## src/rtl/pkt_ram_read_pkg.sv

```systemverilog
// Shared packet-buffer definitions: word tags, field widths and the read FSM encoding.
// Used by both the PCB write side and the egress reader.
package pkt_ram_read_pkg;

    localparam int BUFID_W = 9;
    localparam int OFS_W   = 7;
    localparam int DATA_W  = 134;
    localparam int ADDR_W  = BUFID_W + OFS_W;

    localparam logic [1:0] TAG_HEAD = 2'b01;
    localparam logic [1:0] TAG_BODY = 2'b11;
    localparam logic [1:0] TAG_TAIL = 2'b10;

    localparam logic [OFS_W-1:0] OFS_LAST = '1;

    typedef enum logic [2:0] {
        IDLE_S     = 3'd0,
        WAIT_ACK_S = 3'd1,
        RD_REQ_S   = 3'd2,
        RELEASE_S  = 3'd3
    } read_state_t;

    function automatic logic [1:0] word_tag(input logic [DATA_W-1:0] w);
        return w[DATA_W-1 -: 2];
    endfunction

    function automatic logic [DATA_W-1:0] force_tail(input logic [DATA_W-1:0] w);
        return {TAG_TAIL, w[DATA_W-3:0]};
    endfunction

endpackage

```

## src/rtl/pkt_ram_read_if.sv

```systemverilog
// Signal bundle between the egress packet reader and its queue, PCB and output FIFO.
// PKT_RAM_READ_DEBUG_EN adds the two debug counter outputs.
interface pkt_ram_read_if;
    import pkt_ram_read_pkg::*;

    logic                 i_bufid_empty;
    logic [BUFID_W-1:0]   iv_bufid;
    logic                 o_bufid_ack;
    logic                 o_data_rd;
    logic [ADDR_W-1:0]    ov_data_raddr;
    logic                 i_rdata_ack;
    logic [DATA_W-1:0]    iv_rdata;
    logic [DATA_W-1:0]    ov_data;
    logic                 o_data_wr;
    logic                 i_fifo_afull;
    logic [BUFID_W-1:0]   ov_release_bufid;
    logic                 o_release_wr;
    logic                 o_overlen_err;
    logic [2:0]           ov_read_state;

`ifdef PKT_RAM_READ_DEBUG_EN
    logic [15:0]          ov_debug_pkt_cnt;
    logic [15:0]          ov_debug_overlen_cnt;

    modport master (
        input  i_bufid_empty, iv_bufid, i_rdata_ack, iv_rdata, i_fifo_afull,
        output o_bufid_ack, o_data_rd, ov_data_raddr, ov_data, o_data_wr,
               ov_release_bufid, o_release_wr, o_overlen_err, ov_read_state,
               ov_debug_pkt_cnt, ov_debug_overlen_cnt
    );

    modport slave (
        output i_bufid_empty, iv_bufid, i_rdata_ack, iv_rdata, i_fifo_afull,
        input  o_bufid_ack, o_data_rd, ov_data_raddr, ov_data, o_data_wr,
               ov_release_bufid, o_release_wr, o_overlen_err, ov_read_state,
               ov_debug_pkt_cnt, ov_debug_overlen_cnt
    );
`else
    modport master (
        input  i_bufid_empty, iv_bufid, i_rdata_ack, iv_rdata, i_fifo_afull,
        output o_bufid_ack, o_data_rd, ov_data_raddr, ov_data, o_data_wr,
               ov_release_bufid, o_release_wr, o_overlen_err, ov_read_state
    );

    modport slave (
        output i_bufid_empty, iv_bufid, i_rdata_ack, iv_rdata, i_fifo_afull,
        input  o_bufid_ack, o_data_rd, ov_data_raddr, ov_data, o_data_wr,
               ov_release_bufid, o_release_wr, o_overlen_err, ov_read_state
    );
`endif

endinterface

```

## src/rtl/pkt_ram_read_dbg.sv

```systemverilog
// Debug counters for the egress reader: released packets and overlength packets.
// Only present when PKT_RAM_READ_DEBUG_EN is defined.
`ifdef PKT_RAM_READ_DEBUG_EN
module pkt_ram_read_dbg (
    input  logic        i_clk,
    input  logic        i_rst_n,
    input  logic        i_release_wr,
    input  logic        i_overlen_err,
    output logic [15:0] ov_pkt_cnt,
    output logic [15:0] ov_overlen_cnt
);

    // Both counters wrap naturally at 16'hFFFF.
    always_ff @(posedge i_clk or negedge i_rst_n) begin
        if (!i_rst_n) begin
            ov_pkt_cnt     <= 16'd0;
            ov_overlen_cnt <= 16'd0;
        end else begin
            if (i_release_wr) begin
                ov_pkt_cnt <= ov_pkt_cnt + 16'd1;
            end
            if (i_overlen_err) begin
                ov_overlen_cnt <= ov_overlen_cnt + 16'd1;
            end
        end
    end

endmodule
`endif

```

## src/rtl/pkt_ram_read.sv

```systemverilog
// Egress packet reader: pops a bufid, reads its words out of the PCB one at a time,
// forwards them to the output FIFO and releases the bufid. Option: PKT_RAM_READ_DEBUG_EN.
module pkt_ram_read
    import pkt_ram_read_pkg::*;
(
    input  logic           i_clk,
    input  logic           i_rst_n,
    pkt_ram_read_if.master bus
);

    read_state_t          state;
    read_state_t          state_nxt;

    logic [BUFID_W-1:0]   bufid_q;
    logic [BUFID_W-1:0]   bufid_d;
    logic [OFS_W-1:0]     ofs_q;
    logic [OFS_W-1:0]     ofs_d;
    logic [DATA_W-1:0]    data_q;
    logic [DATA_W-1:0]    data_d;
    logic                 data_wr_q;
    logic                 data_wr_d;
    logic                 data_rd_q;
    logic                 data_rd_d;
    logic                 bufid_ack_q;
    logic                 bufid_ack_d;
    logic [BUFID_W-1:0]   rel_bufid_q;
    logic [BUFID_W-1:0]   rel_bufid_d;
    logic                 rel_wr_q;
    logic                 rel_wr_d;
    logic                 overlen_q;
    logic                 overlen_d;

    logic                 start;
    logic                 tail_seen;
    logic                 last_ofs;

    assign start     = !bus.i_bufid_empty && !bus.i_fifo_afull;
    assign tail_seen = (word_tag(bus.iv_rdata) == TAG_TAIL);
    assign last_ofs  = (ofs_q == OFS_LAST);

    // All outputs are registered; reset clears data as well so nothing stale leaks after an abort.
    always_ff @(posedge i_clk or negedge i_rst_n) begin
        if (!i_rst_n) begin
            state       <= IDLE_S;
            bufid_q     <= '0;
            ofs_q       <= '0;
            data_q      <= '0;
            data_wr_q   <= 1'b0;
            data_rd_q   <= 1'b0;
            bufid_ack_q <= 1'b0;
            rel_bufid_q <= '0;
            rel_wr_q    <= 1'b0;
            overlen_q   <= 1'b0;
        end else begin
            state       <= state_nxt;
            bufid_q     <= bufid_d;
            ofs_q       <= ofs_d;
            data_q      <= data_d;
            data_wr_q   <= data_wr_d;
            data_rd_q   <= data_rd_d;
            bufid_ack_q <= bufid_ack_d;
            rel_bufid_q <= rel_bufid_d;
            rel_wr_q    <= rel_wr_d;
            overlen_q   <= overlen_d;
        end
    end

    always_comb begin
        state_nxt = IDLE_S;
        case (state)
            IDLE_S: begin
                state_nxt = start ? WAIT_ACK_S : IDLE_S;
            end
            WAIT_ACK_S: begin
                if (!bus.i_rdata_ack) begin
                    state_nxt = WAIT_ACK_S;
                end else if (tail_seen || last_ofs) begin
                    state_nxt = RELEASE_S;
                end else begin
                    state_nxt = RD_REQ_S;
                end
            end
            RD_REQ_S: begin
                state_nxt = bus.i_fifo_afull ? RD_REQ_S : WAIT_ACK_S;
            end
            RELEASE_S: begin
                state_nxt = IDLE_S;
            end
            default: begin
                state_nxt = IDLE_S;
            end
        endcase
    end

    // Strobes default low so each one lasts a single cycle; addresses and data hold.
    always_comb begin
        bufid_d     = bufid_q;
        ofs_d       = ofs_q;
        data_d      = data_q;
        data_wr_d   = 1'b0;
        data_rd_d   = data_rd_q;
        bufid_ack_d = 1'b0;
        rel_bufid_d = rel_bufid_q;
        rel_wr_d    = 1'b0;
        overlen_d   = 1'b0;
        case (state)
            IDLE_S: begin
                data_rd_d = 1'b0;
                if (start) begin
                    bufid_d     = bus.iv_bufid;
                    ofs_d       = '0;
                    bufid_ack_d = 1'b1;
                    data_rd_d   = 1'b1;
                end
            end
            WAIT_ACK_S: begin
                if (bus.i_rdata_ack) begin
                    data_rd_d = 1'b0;
                    data_wr_d = 1'b1;
                    if (!tail_seen && last_ofs) begin
                        data_d    = force_tail(bus.iv_rdata);
                        overlen_d = 1'b1;
                    end else begin
                        data_d    = bus.iv_rdata;
                    end
                end
            end
            RD_REQ_S: begin
                if (!bus.i_fifo_afull) begin
                    ofs_d     = ofs_q + OFS_W'(1);
                    data_rd_d = 1'b1;
                end
            end
            RELEASE_S: begin
                rel_bufid_d = bufid_q;
                rel_wr_d    = 1'b1;
            end
            default: begin
                data_rd_d = 1'b0;
            end
        endcase
    end

    assign bus.o_bufid_ack      = bufid_ack_q;
    assign bus.o_data_rd        = data_rd_q;
    assign bus.ov_data_raddr    = {bufid_q, ofs_q};
    assign bus.ov_data          = data_q;
    assign bus.o_data_wr        = data_wr_q;
    assign bus.ov_release_bufid = rel_bufid_q;
    assign bus.o_release_wr     = rel_wr_q;
    assign bus.o_overlen_err    = overlen_q;
    assign bus.ov_read_state    = state;

`ifdef PKT_RAM_READ_DEBUG_EN
    pkt_ram_read_dbg u_dbg (
        .i_clk          (i_clk),
        .i_rst_n        (i_rst_n),
        .i_release_wr   (rel_wr_q),
        .i_overlen_err  (overlen_q),
        .ov_pkt_cnt     (bus.ov_debug_pkt_cnt),
        .ov_overlen_cnt (bus.ov_debug_overlen_cnt)
    );
`endif

endmodule
```

## src/flat_wrapper.sv

```systemverilog
// flat-port wrapper written by rule: the top's interface ports become plain ports
module pkt_ram_read_flat import pkt_ram_read_pkg::*;
  (i_clk, i_rst_n, bus_i_bufid_empty, bus_iv_bufid, bus_i_rdata_ack, bus_iv_rdata, bus_i_fifo_afull, bus_o_bufid_ack, bus_o_data_rd, bus_ov_data_raddr, bus_ov_data, bus_o_data_wr, bus_ov_release_bufid, bus_o_release_wr, bus_o_overlen_err, bus_ov_read_state);
  pkt_ram_read_if bus_i ();
  input  logic i_clk;
  input  logic i_rst_n;
  input wire logic [$bits(bus_i.i_bufid_empty)-1:0] bus_i_bufid_empty;
  input wire logic [$bits(bus_i.iv_bufid)-1:0] bus_iv_bufid;
  input wire logic [$bits(bus_i.i_rdata_ack)-1:0] bus_i_rdata_ack;
  input wire logic [$bits(bus_i.iv_rdata)-1:0] bus_iv_rdata;
  input wire logic [$bits(bus_i.i_fifo_afull)-1:0] bus_i_fifo_afull;
  output wire logic [$bits(bus_i.o_bufid_ack)-1:0] bus_o_bufid_ack;
  output wire logic [$bits(bus_i.o_data_rd)-1:0] bus_o_data_rd;
  output wire logic [$bits(bus_i.ov_data_raddr)-1:0] bus_ov_data_raddr;
  output wire logic [$bits(bus_i.ov_data)-1:0] bus_ov_data;
  output wire logic [$bits(bus_i.o_data_wr)-1:0] bus_o_data_wr;
  output wire logic [$bits(bus_i.ov_release_bufid)-1:0] bus_ov_release_bufid;
  output wire logic [$bits(bus_i.o_release_wr)-1:0] bus_o_release_wr;
  output wire logic [$bits(bus_i.o_overlen_err)-1:0] bus_o_overlen_err;
  output wire logic [$bits(bus_i.ov_read_state)-1:0] bus_ov_read_state;
  assign bus_i.i_bufid_empty = bus_i_bufid_empty;
  assign bus_i.iv_bufid = bus_iv_bufid;
  assign bus_i.i_rdata_ack = bus_i_rdata_ack;
  assign bus_i.iv_rdata = bus_iv_rdata;
  assign bus_i.i_fifo_afull = bus_i_fifo_afull;
  assign bus_o_bufid_ack = bus_i.o_bufid_ack;
  assign bus_o_data_rd = bus_i.o_data_rd;
  assign bus_ov_data_raddr = bus_i.ov_data_raddr;
  assign bus_ov_data = bus_i.ov_data;
  assign bus_o_data_wr = bus_i.o_data_wr;
  assign bus_ov_release_bufid = bus_i.ov_release_bufid;
  assign bus_o_release_wr = bus_i.o_release_wr;
  assign bus_o_overlen_err = bus_i.o_overlen_err;
  assign bus_ov_read_state = bus_i.ov_read_state;
  pkt_ram_read u_core (.i_clk(i_clk), .i_rst_n(i_rst_n), .bus(bus_i));
endmodule
```

## config.mk

```make
export PLATFORM = sky130hd
export DESIGN_NAME = pkt_ram_read_flat
export DESIGN_NICKNAME = d
export VERILOG_FILES = /design/src/rtl/pkt_ram_read_pkg.sv /design/src/rtl/pkt_ram_read_if.sv /design/src/rtl/pkt_ram_read_dbg.sv /design/src/rtl/pkt_ram_read.sv /design/src/flat_wrapper.sv
export SDC_FILE = /design/constraint.sdc
export NUM_CORES = 1
export LEC_CHECK = 0
export BUFFER_PORTS_ARGS = -buffer_cell sky130_fd_sc_hd__buf_2
export CAP_MARGIN = 20
export CORE_MARGIN = 8
export CORE_UTILIZATION = 46
export DETAILED_ROUTE_END_ITERATION = 8
export PLACE_DENSITY = 0.8
export RECOVER_POWER = 50
export SYNTH_ARGS = -nofsm -noshare
export SYNTH_HDL_FRONTEND = slang
export SYNTH_SLANG_ARGS = --single-unit
```

## constraint.sdc

```tcl
create_clock -name i_clk -period 2.2 [get_ports i_clk]
set_input_delay 0.11 -clock i_clk [delete_from_list [all_inputs] [get_ports i_clk]]
set_output_delay 0.11 -clock i_clk [all_outputs]
set_load 0.005 [all_outputs]
```

Word-level counts from Yosys, hierarchy flattened
Cells that the tools add are included.
{"block": "totals", "ff_bits": 167, "latchBits": 0, "mem_bits_rw": 0, "romBits": 0, "in_bits": 148, "output_inout_bits": 167, "wordCells": 52, "memories": 0}
{"block": "op_classes", "n_addsub": 1, "mul": 0, "n_div": 0, "n_lt_le_gt_ge": 0, "eq_ne": 8, "shifts": 0, "mux": 20, "n_bitwise": 1, "reduce_logical": 12}
{"operator": "2-to-1 mux 134 bit", "count": 1}
{"operator": "2-to-1 mux 7 bit", "count": 2}
{"operator": "case mux 7 bit (2 select lines)", "count": 1}
{"operator": "2-to-1 mux 1 bit", "count": 12}
{"operator": "case mux 3 bit (3 select lines)", "count": 1}
{"operator": "adder 7 x 1 -> 7 bit (second input constant)", "count": 1}
{"operator": "equality test 7 bit (second input constant)", "count": 1}
{"operator": "equality test 3 x 2 -> 1 bit (second input constant)", "count": 2}
{"operator": "AND reduction 3 bit", "count": 2}
{"operator": "inequality test 2 bit (second input constant)", "count": 2}
{"operator": "case mux 1 bit (4 select lines)", "count": 1}
{"operator": "AND reduction 2 bit", "count": 2}
{"operator": "equality test 3 x 1 -> 1 bit (second input constant)", "count": 1}
{"operator": "zero test 1 bit", "count": 3}
{"operator": "zero test 3 bit", "count": 1}
{"operator": "2-to-1 mux 3 bit", "count": 1}
{"operator": "equality test 2 bit (second input constant)", "count": 1}
{"operator": "logical AND 1 bit", "count": 2}
{"operator": "2-to-1 mux 2 bit", "count": 1}
{"operator": "inequality test 2 x 1 -> 1 bit (second input constant)", "count": 1}
{"operator": "nonzero test 2 bit", "count": 1}
{"operator": "logical OR 1 bit", "count": 1}
{"operator": "NOT 1 bit", "count": 1}

Longest topological paths before layout
{"block": "logic_depth", "depth_word": 6, "depth_mapped": 7}

Worst setup path before layout
No wires, ideal clock.
{"block": "synth_path", "kind": "reg2reg", "startpoint": "register u_core.state[0] (netlist: u_core.bus.ov_read_state[0])", "endpoint": "register u_core.bufid_q[3]", "setup_time_ps": 125, "arrival_ps": 1441, "required_time_ps": 2075, "path_slack_ps": 634, "stages_incl_launch_ff": 5, "cell_sequence": "dfrtp_1 > buf_6 > nor4_4 > buf_6 > mux2_2"}
{"block": "synth_via", "elab_chain_len": 2}
{"item": "from (decl)", "line": "pkt_ram_read.sv:11", "rtl": "read_state_t state;"}
{"item": "from (signal assigned)", "line": "pkt_ram_read.sv:55", "rtl": "state <= state_nxt;"}
{"item": "zero test 3 bit", "line": "pkt_ram_read.sv:106", "rtl": "case (state)"}
{"item": "AND reduction 2 bit (no line)"}
{"item": "to (signal assigned)", "line": "pkt_ram_read.sv:56", "rtl": "bufid_q <= bufid_d;"}
{"item": "to (decl)", "line": "pkt_ram_read.sv:14", "rtl": "logic [BUFID_W-1:0] bufid_q;"}
No other way between the ends.
A chain may end at the register's enable or synchronous reset.

Final worst setup path
{"block": "layout_path", "startpoint": "register u_core.state[1] (netlist: u_core.bus.ov_read_state[1])", "endpoint": "register u_core.data_q[103] (netlist: u_core.bus.ov_data[103])"}
{"block": "layout_via", "elab_chain_len": 2}
{"item": "equality test 3 x 1 -> 1 bit", "line": "pkt_ram_read.sv:106"}
{"item": "AND reduction 2 bit (no line)"}
{"item": "to (signal assigned)", "line": "pkt_ram_read.sv:58", "rtl": "data_q <= data_d;"}
{"item": "to (decl)", "line": "pkt_ram_read.sv:18", "rtl": "logic [DATA_W-1:0] data_q;"}
No other way between the ends.

==> reports/metrics.csv <==
stage;metric;value;unit
logic_synthesis;yosysWarnings;0;
layout;fillers;909;
die;die_h;133.8;um
min_path;hold_class;input pin to flip-flop;
logic_synthesis;synthAdderAreaFrac;0.001960;
sta;worst_slew_pin_slew;1.655;ns
logic_synthesis;muxShareOfSynthArea;0.03527;
power_and_ir_drop;ir_drop;670.2;uV
clock_network;cts_sinks;166;
critical_path;critPathKind;flip-flop to flip-flop;
power_and_ir_drop;power.internal;8.325;mW
logic_synthesis;yosysMostFrequentCell;nand2_1;
critical_path;cp_slowest_cell;dfrtp_1;
job;maxCapViolCount;1;
routing;drtIter0Drc;554;
routing;wl_per_cell;17.83;um
sta;hold_viol;0;
critical_path;cp.required;2.56;ns
sta;fin_crit_sh;0.8460;
sta;post-route-min-period;1.861;ns
logic_synthesis;synth_common_cells;nand2_1 (402), dfrtp_1 (166), mux2_2 (20);
logic_synthesis;synth_top_family_by_area;simple AND/OR/NAND/NOR gates;
logic_synthesis;synth_xor_area_frac;0;
status;violations;max-capacitance violations, max-slew violations;
routing;dr_wl_met3;1940;um
power_and_ir_drop;switching_share;0.3492;
placed_design;gp_congestion;0.8377;
routing;via_per_inst;5.038;
power_and_ir_drop;p_leak;5.473;nW
layout;layout.nets;1275;
power_and_ir_drop;power_switching;4.467;mW
sta;setup_tns;0;ns
clock_network;postCtsResizedCells;0;
logic_synthesis;yosys-top-cells-area;dfrtp_1 (65%), nand2_1 (24%), mux2_2 (3.5%), buf_2 (1.2%), buf_4 (0.82%);
logic_synthesis;synth-simple-area-share;0.2653;
die;start_util;0.4654;
global_routing;grt_usage;0.2583;
die;num_io_pins;315;
placed_design;place_inst;1142;
critical_path;start_kind;flip-flop;
logic_synthesis;postSynth.asyncResetShare;1.000;
routing;top_layer;met4;
logic_synthesis;syn_area_per_cell;9.544;um2
critical_path;crit_top_cell;nand2_1;
critical_path;worstPathArrival;2.22;ns
critical_path;cp_max_fo;64;
logic_synthesis;yosysUniqueCellTypes;34;
global_routing;grt_pass1_wl;36310;um
status;status;complete, but fails checks;
routing;wl;23630;um
routing;drc;0;
logic_synthesis;synth_fp_nets;818;
sta;setup_viol;0;
logic_synthesis;synth-main-ff-cell;dfrtp_1;
layout;drive_gt1_frac;0.2650;
routing;vias;6676;
global_routing;grt_max_degree;65;
clock_network;clk_path_buf_depth;2;
routing;drt_first_pass_iters;6;
layout;final_cell_count_no_fill;1325;
die;row_count;43;
die;fp.dieW;133.8;um
layout;areaGrowthSynthToFinish;59.06;%
die;coreArea;13720;um2
clock_network;cts_buffers;17;
logic_synthesis;ys_ff_latch;166;
clock_network;cts_tree;yes;
logic_synthesis;synth_top_area_frac;0.6506;
clock_network;clkTransAtPathRegs;0.06;ns
critical_path;cp_cell_sequence;nand3b_1, buf_12, buf_4, nand2_1, nand2_1;
placed_design;hpwl;13570;um
sta;max_slew_margin;-0.1036;
critical_path;crit_path_end_kind;flip-flop;
routing;met1_length;8222;um
clock_network;clock-root-buffer;clkbuf_16;
sta;fmax;537.3;MHz
global_routing;antenna_found_initial;8;
logic_synthesis;synth_compound_area_frac;0.01568;
power_and_ir_drop;combPwrFrac;0.338;
sta;holdWs;0.04783;ns
clock_network;cts_setup_buffers;0;
power_and_ir_drop;p_clk_frac;0.248;
logic_synthesis;synth_top_cell_by_area;dfrtp_1;
die;fp.dieArea;17910;um2
sta;timing.final.max_slew_violations;64;
sta;finClkSkew;0.01519;ns
global_routing;grt_overflow;0;
power_and_ir_drop;p_seq_frac;0.414;
power_and_ir_drop;power_density;1259;nW/um2
critical_path;max_stage_delay;0.56;ns
logic_synthesis;syn-cell-area;6385;um2
sta;rsz0062_at_grt;false;
placed_design;port_buffers;313;
clock_network;cts-htree-levels;4;
global_routing;grt_pass1_vias;6935;
routing;ant_nets;0;
logic_synthesis;synthCells;669;
routing;wl_met2;11940;um
clock_network;insertion_delay;0.43;ns
logic_synthesis;synth_edf_count;0;
logic_synthesis;yosysSeqAreaShare;0.6506;
[logic make-up after synthesis]
family,count (synthesis)
and+or+nand+nor,430
DFF,166
buffers and inverters,36
muxes,20
AOI/OAI and AO/OA,15
adders and majority gates,1
other,1
[path summary, 6_finish.rpt]
path | from | cells past startpoint | slack, ns | end
max reg2reg | u_core.bus.ov_read_state[1]$_DFF_PN0_ | 5 | 0.34 | u_core.bus.ov_data[103]$_DFFE_PN0P_
min | bus_i_rdata_ack | 4 | 0.05 | u_core.bus.o_data_rd$_DFFE_PN0P_
max in group asynchronous | i_rst_n | 3 | 0.45 | u_core.bus.ov_release_bufid[2]$_DFFE_PN0P_
min reg2reg | u_core.bus.ov_data[62]$_DFFE_PN0P_ | 2 | 0.47 | u_core.bus.ov_data[62]$_DFFE_PN0P_
max | u_core.bus.ov_read_state[1]$_DFF_PN0_ | 5 | 0.34 | u_core.bus.ov_data[103]$_DFFE_PN0P_
min in group asynchronous | i_rst_n | 2 | 0.63 | u_core.bus.ov_data[19]$_DFFE_PN0P_
[final cells by class]
class                   count  area [um2]  share of cell area
inverters                   3       13.76            0.001355
repair buffers            471        3080              0.3033
well taps                 180       225.2             0.02218
clock buffers              20       446.7             0.04398
clock inverters             9       177.7             0.01749
diodes                      9       22.52            0.002218
multi-input cells         467        2036              0.2004
flip-flops and latches    166        4154              0.4090
[state kept, by name, summed over array words and instances, names as in the netlist]
name / count
u_core.ofs_q: 7
u_core.bus.ov_data: 134
u_core.bufid_q: 9
u_core.bus.ov_release_bufid: 9
u_core.bus.o_data_wr: 1
u_core.bus.o_bufid_ack: 1
u_core.bus.ov_read_state: 2
u_core.bus.o_overlen_err: 1
u_core.bus.o_data_rd: 1
u_core.bus.o_release_wr: 1
[power groups by stage]
stage	clock network [mW]	registers [mW]	logic [mW]
finish	3.17	5.29	4.33
detailed placement	0	5.22	4.17
floorplan	0	5.30	1.87
global placement	0	5.18	4.03
global route	3.35	5.43	4.79
CTS	3.21	5.19	4.39
[worst max-delay path: cells and delay by family, from the launching register on]
kind          cells  cell delay (ns)
buf+inv           2             0.70
simple gates      3             0.52
flops             1             0.56
[cells in the final DEF, fill, tap and decap left out, types with 2 or more instances in the layout]
master         instances
clkbuf_16             17
a31o_2                 2
dfrtp_1              166
nor4_1                 2
inv_1                  2
clkinv_4               2
nand3_1                2
bufinv_16              5
nor2b_1                4
buf_4                  5
nor2_1                 5
buf_12                 5
dlygate4sd3_1        145
mux2_2                20
clkbuf_1              78
diode_2                9
buf_2                235
clkinv_2               2
and3_1                 2
clkbuf_2               3
a21oi_1                4
nand4_1                2
o21ai_0                4
nand3b_1               2
nand2_1              402
and2b_1                2
[stage by stage]
step                        util  cell area, um2  power, mW  worst slack [ns]
final                     0.7403           10160      12.79            0.3389
after detailed placement  0.5958            8174      9.384            0.3746
after floorplan                -            6385      7.162            0.6338
after global placement    0.5958            8174      9.213            0.4241
after global routing      0.7401           10150      13.58            0.1255
after CTS                 0.7471           10250      12.78            0.3461
[per-layer routing]
metal	vias to the layer above	GRT usage
li1	3003	-
met5	-	0
met1	3169	0.2766
met3	113	0.08414
met2	391	0.4250
met4	0	0.1840
[timing repair]
item                                    in CTS  in global routing
hold buffers                               145                  0
endpoints found under the setup margin       0                  0
endpoints found under the hold margin      204                  0
(Power assumes the default switching activity.)
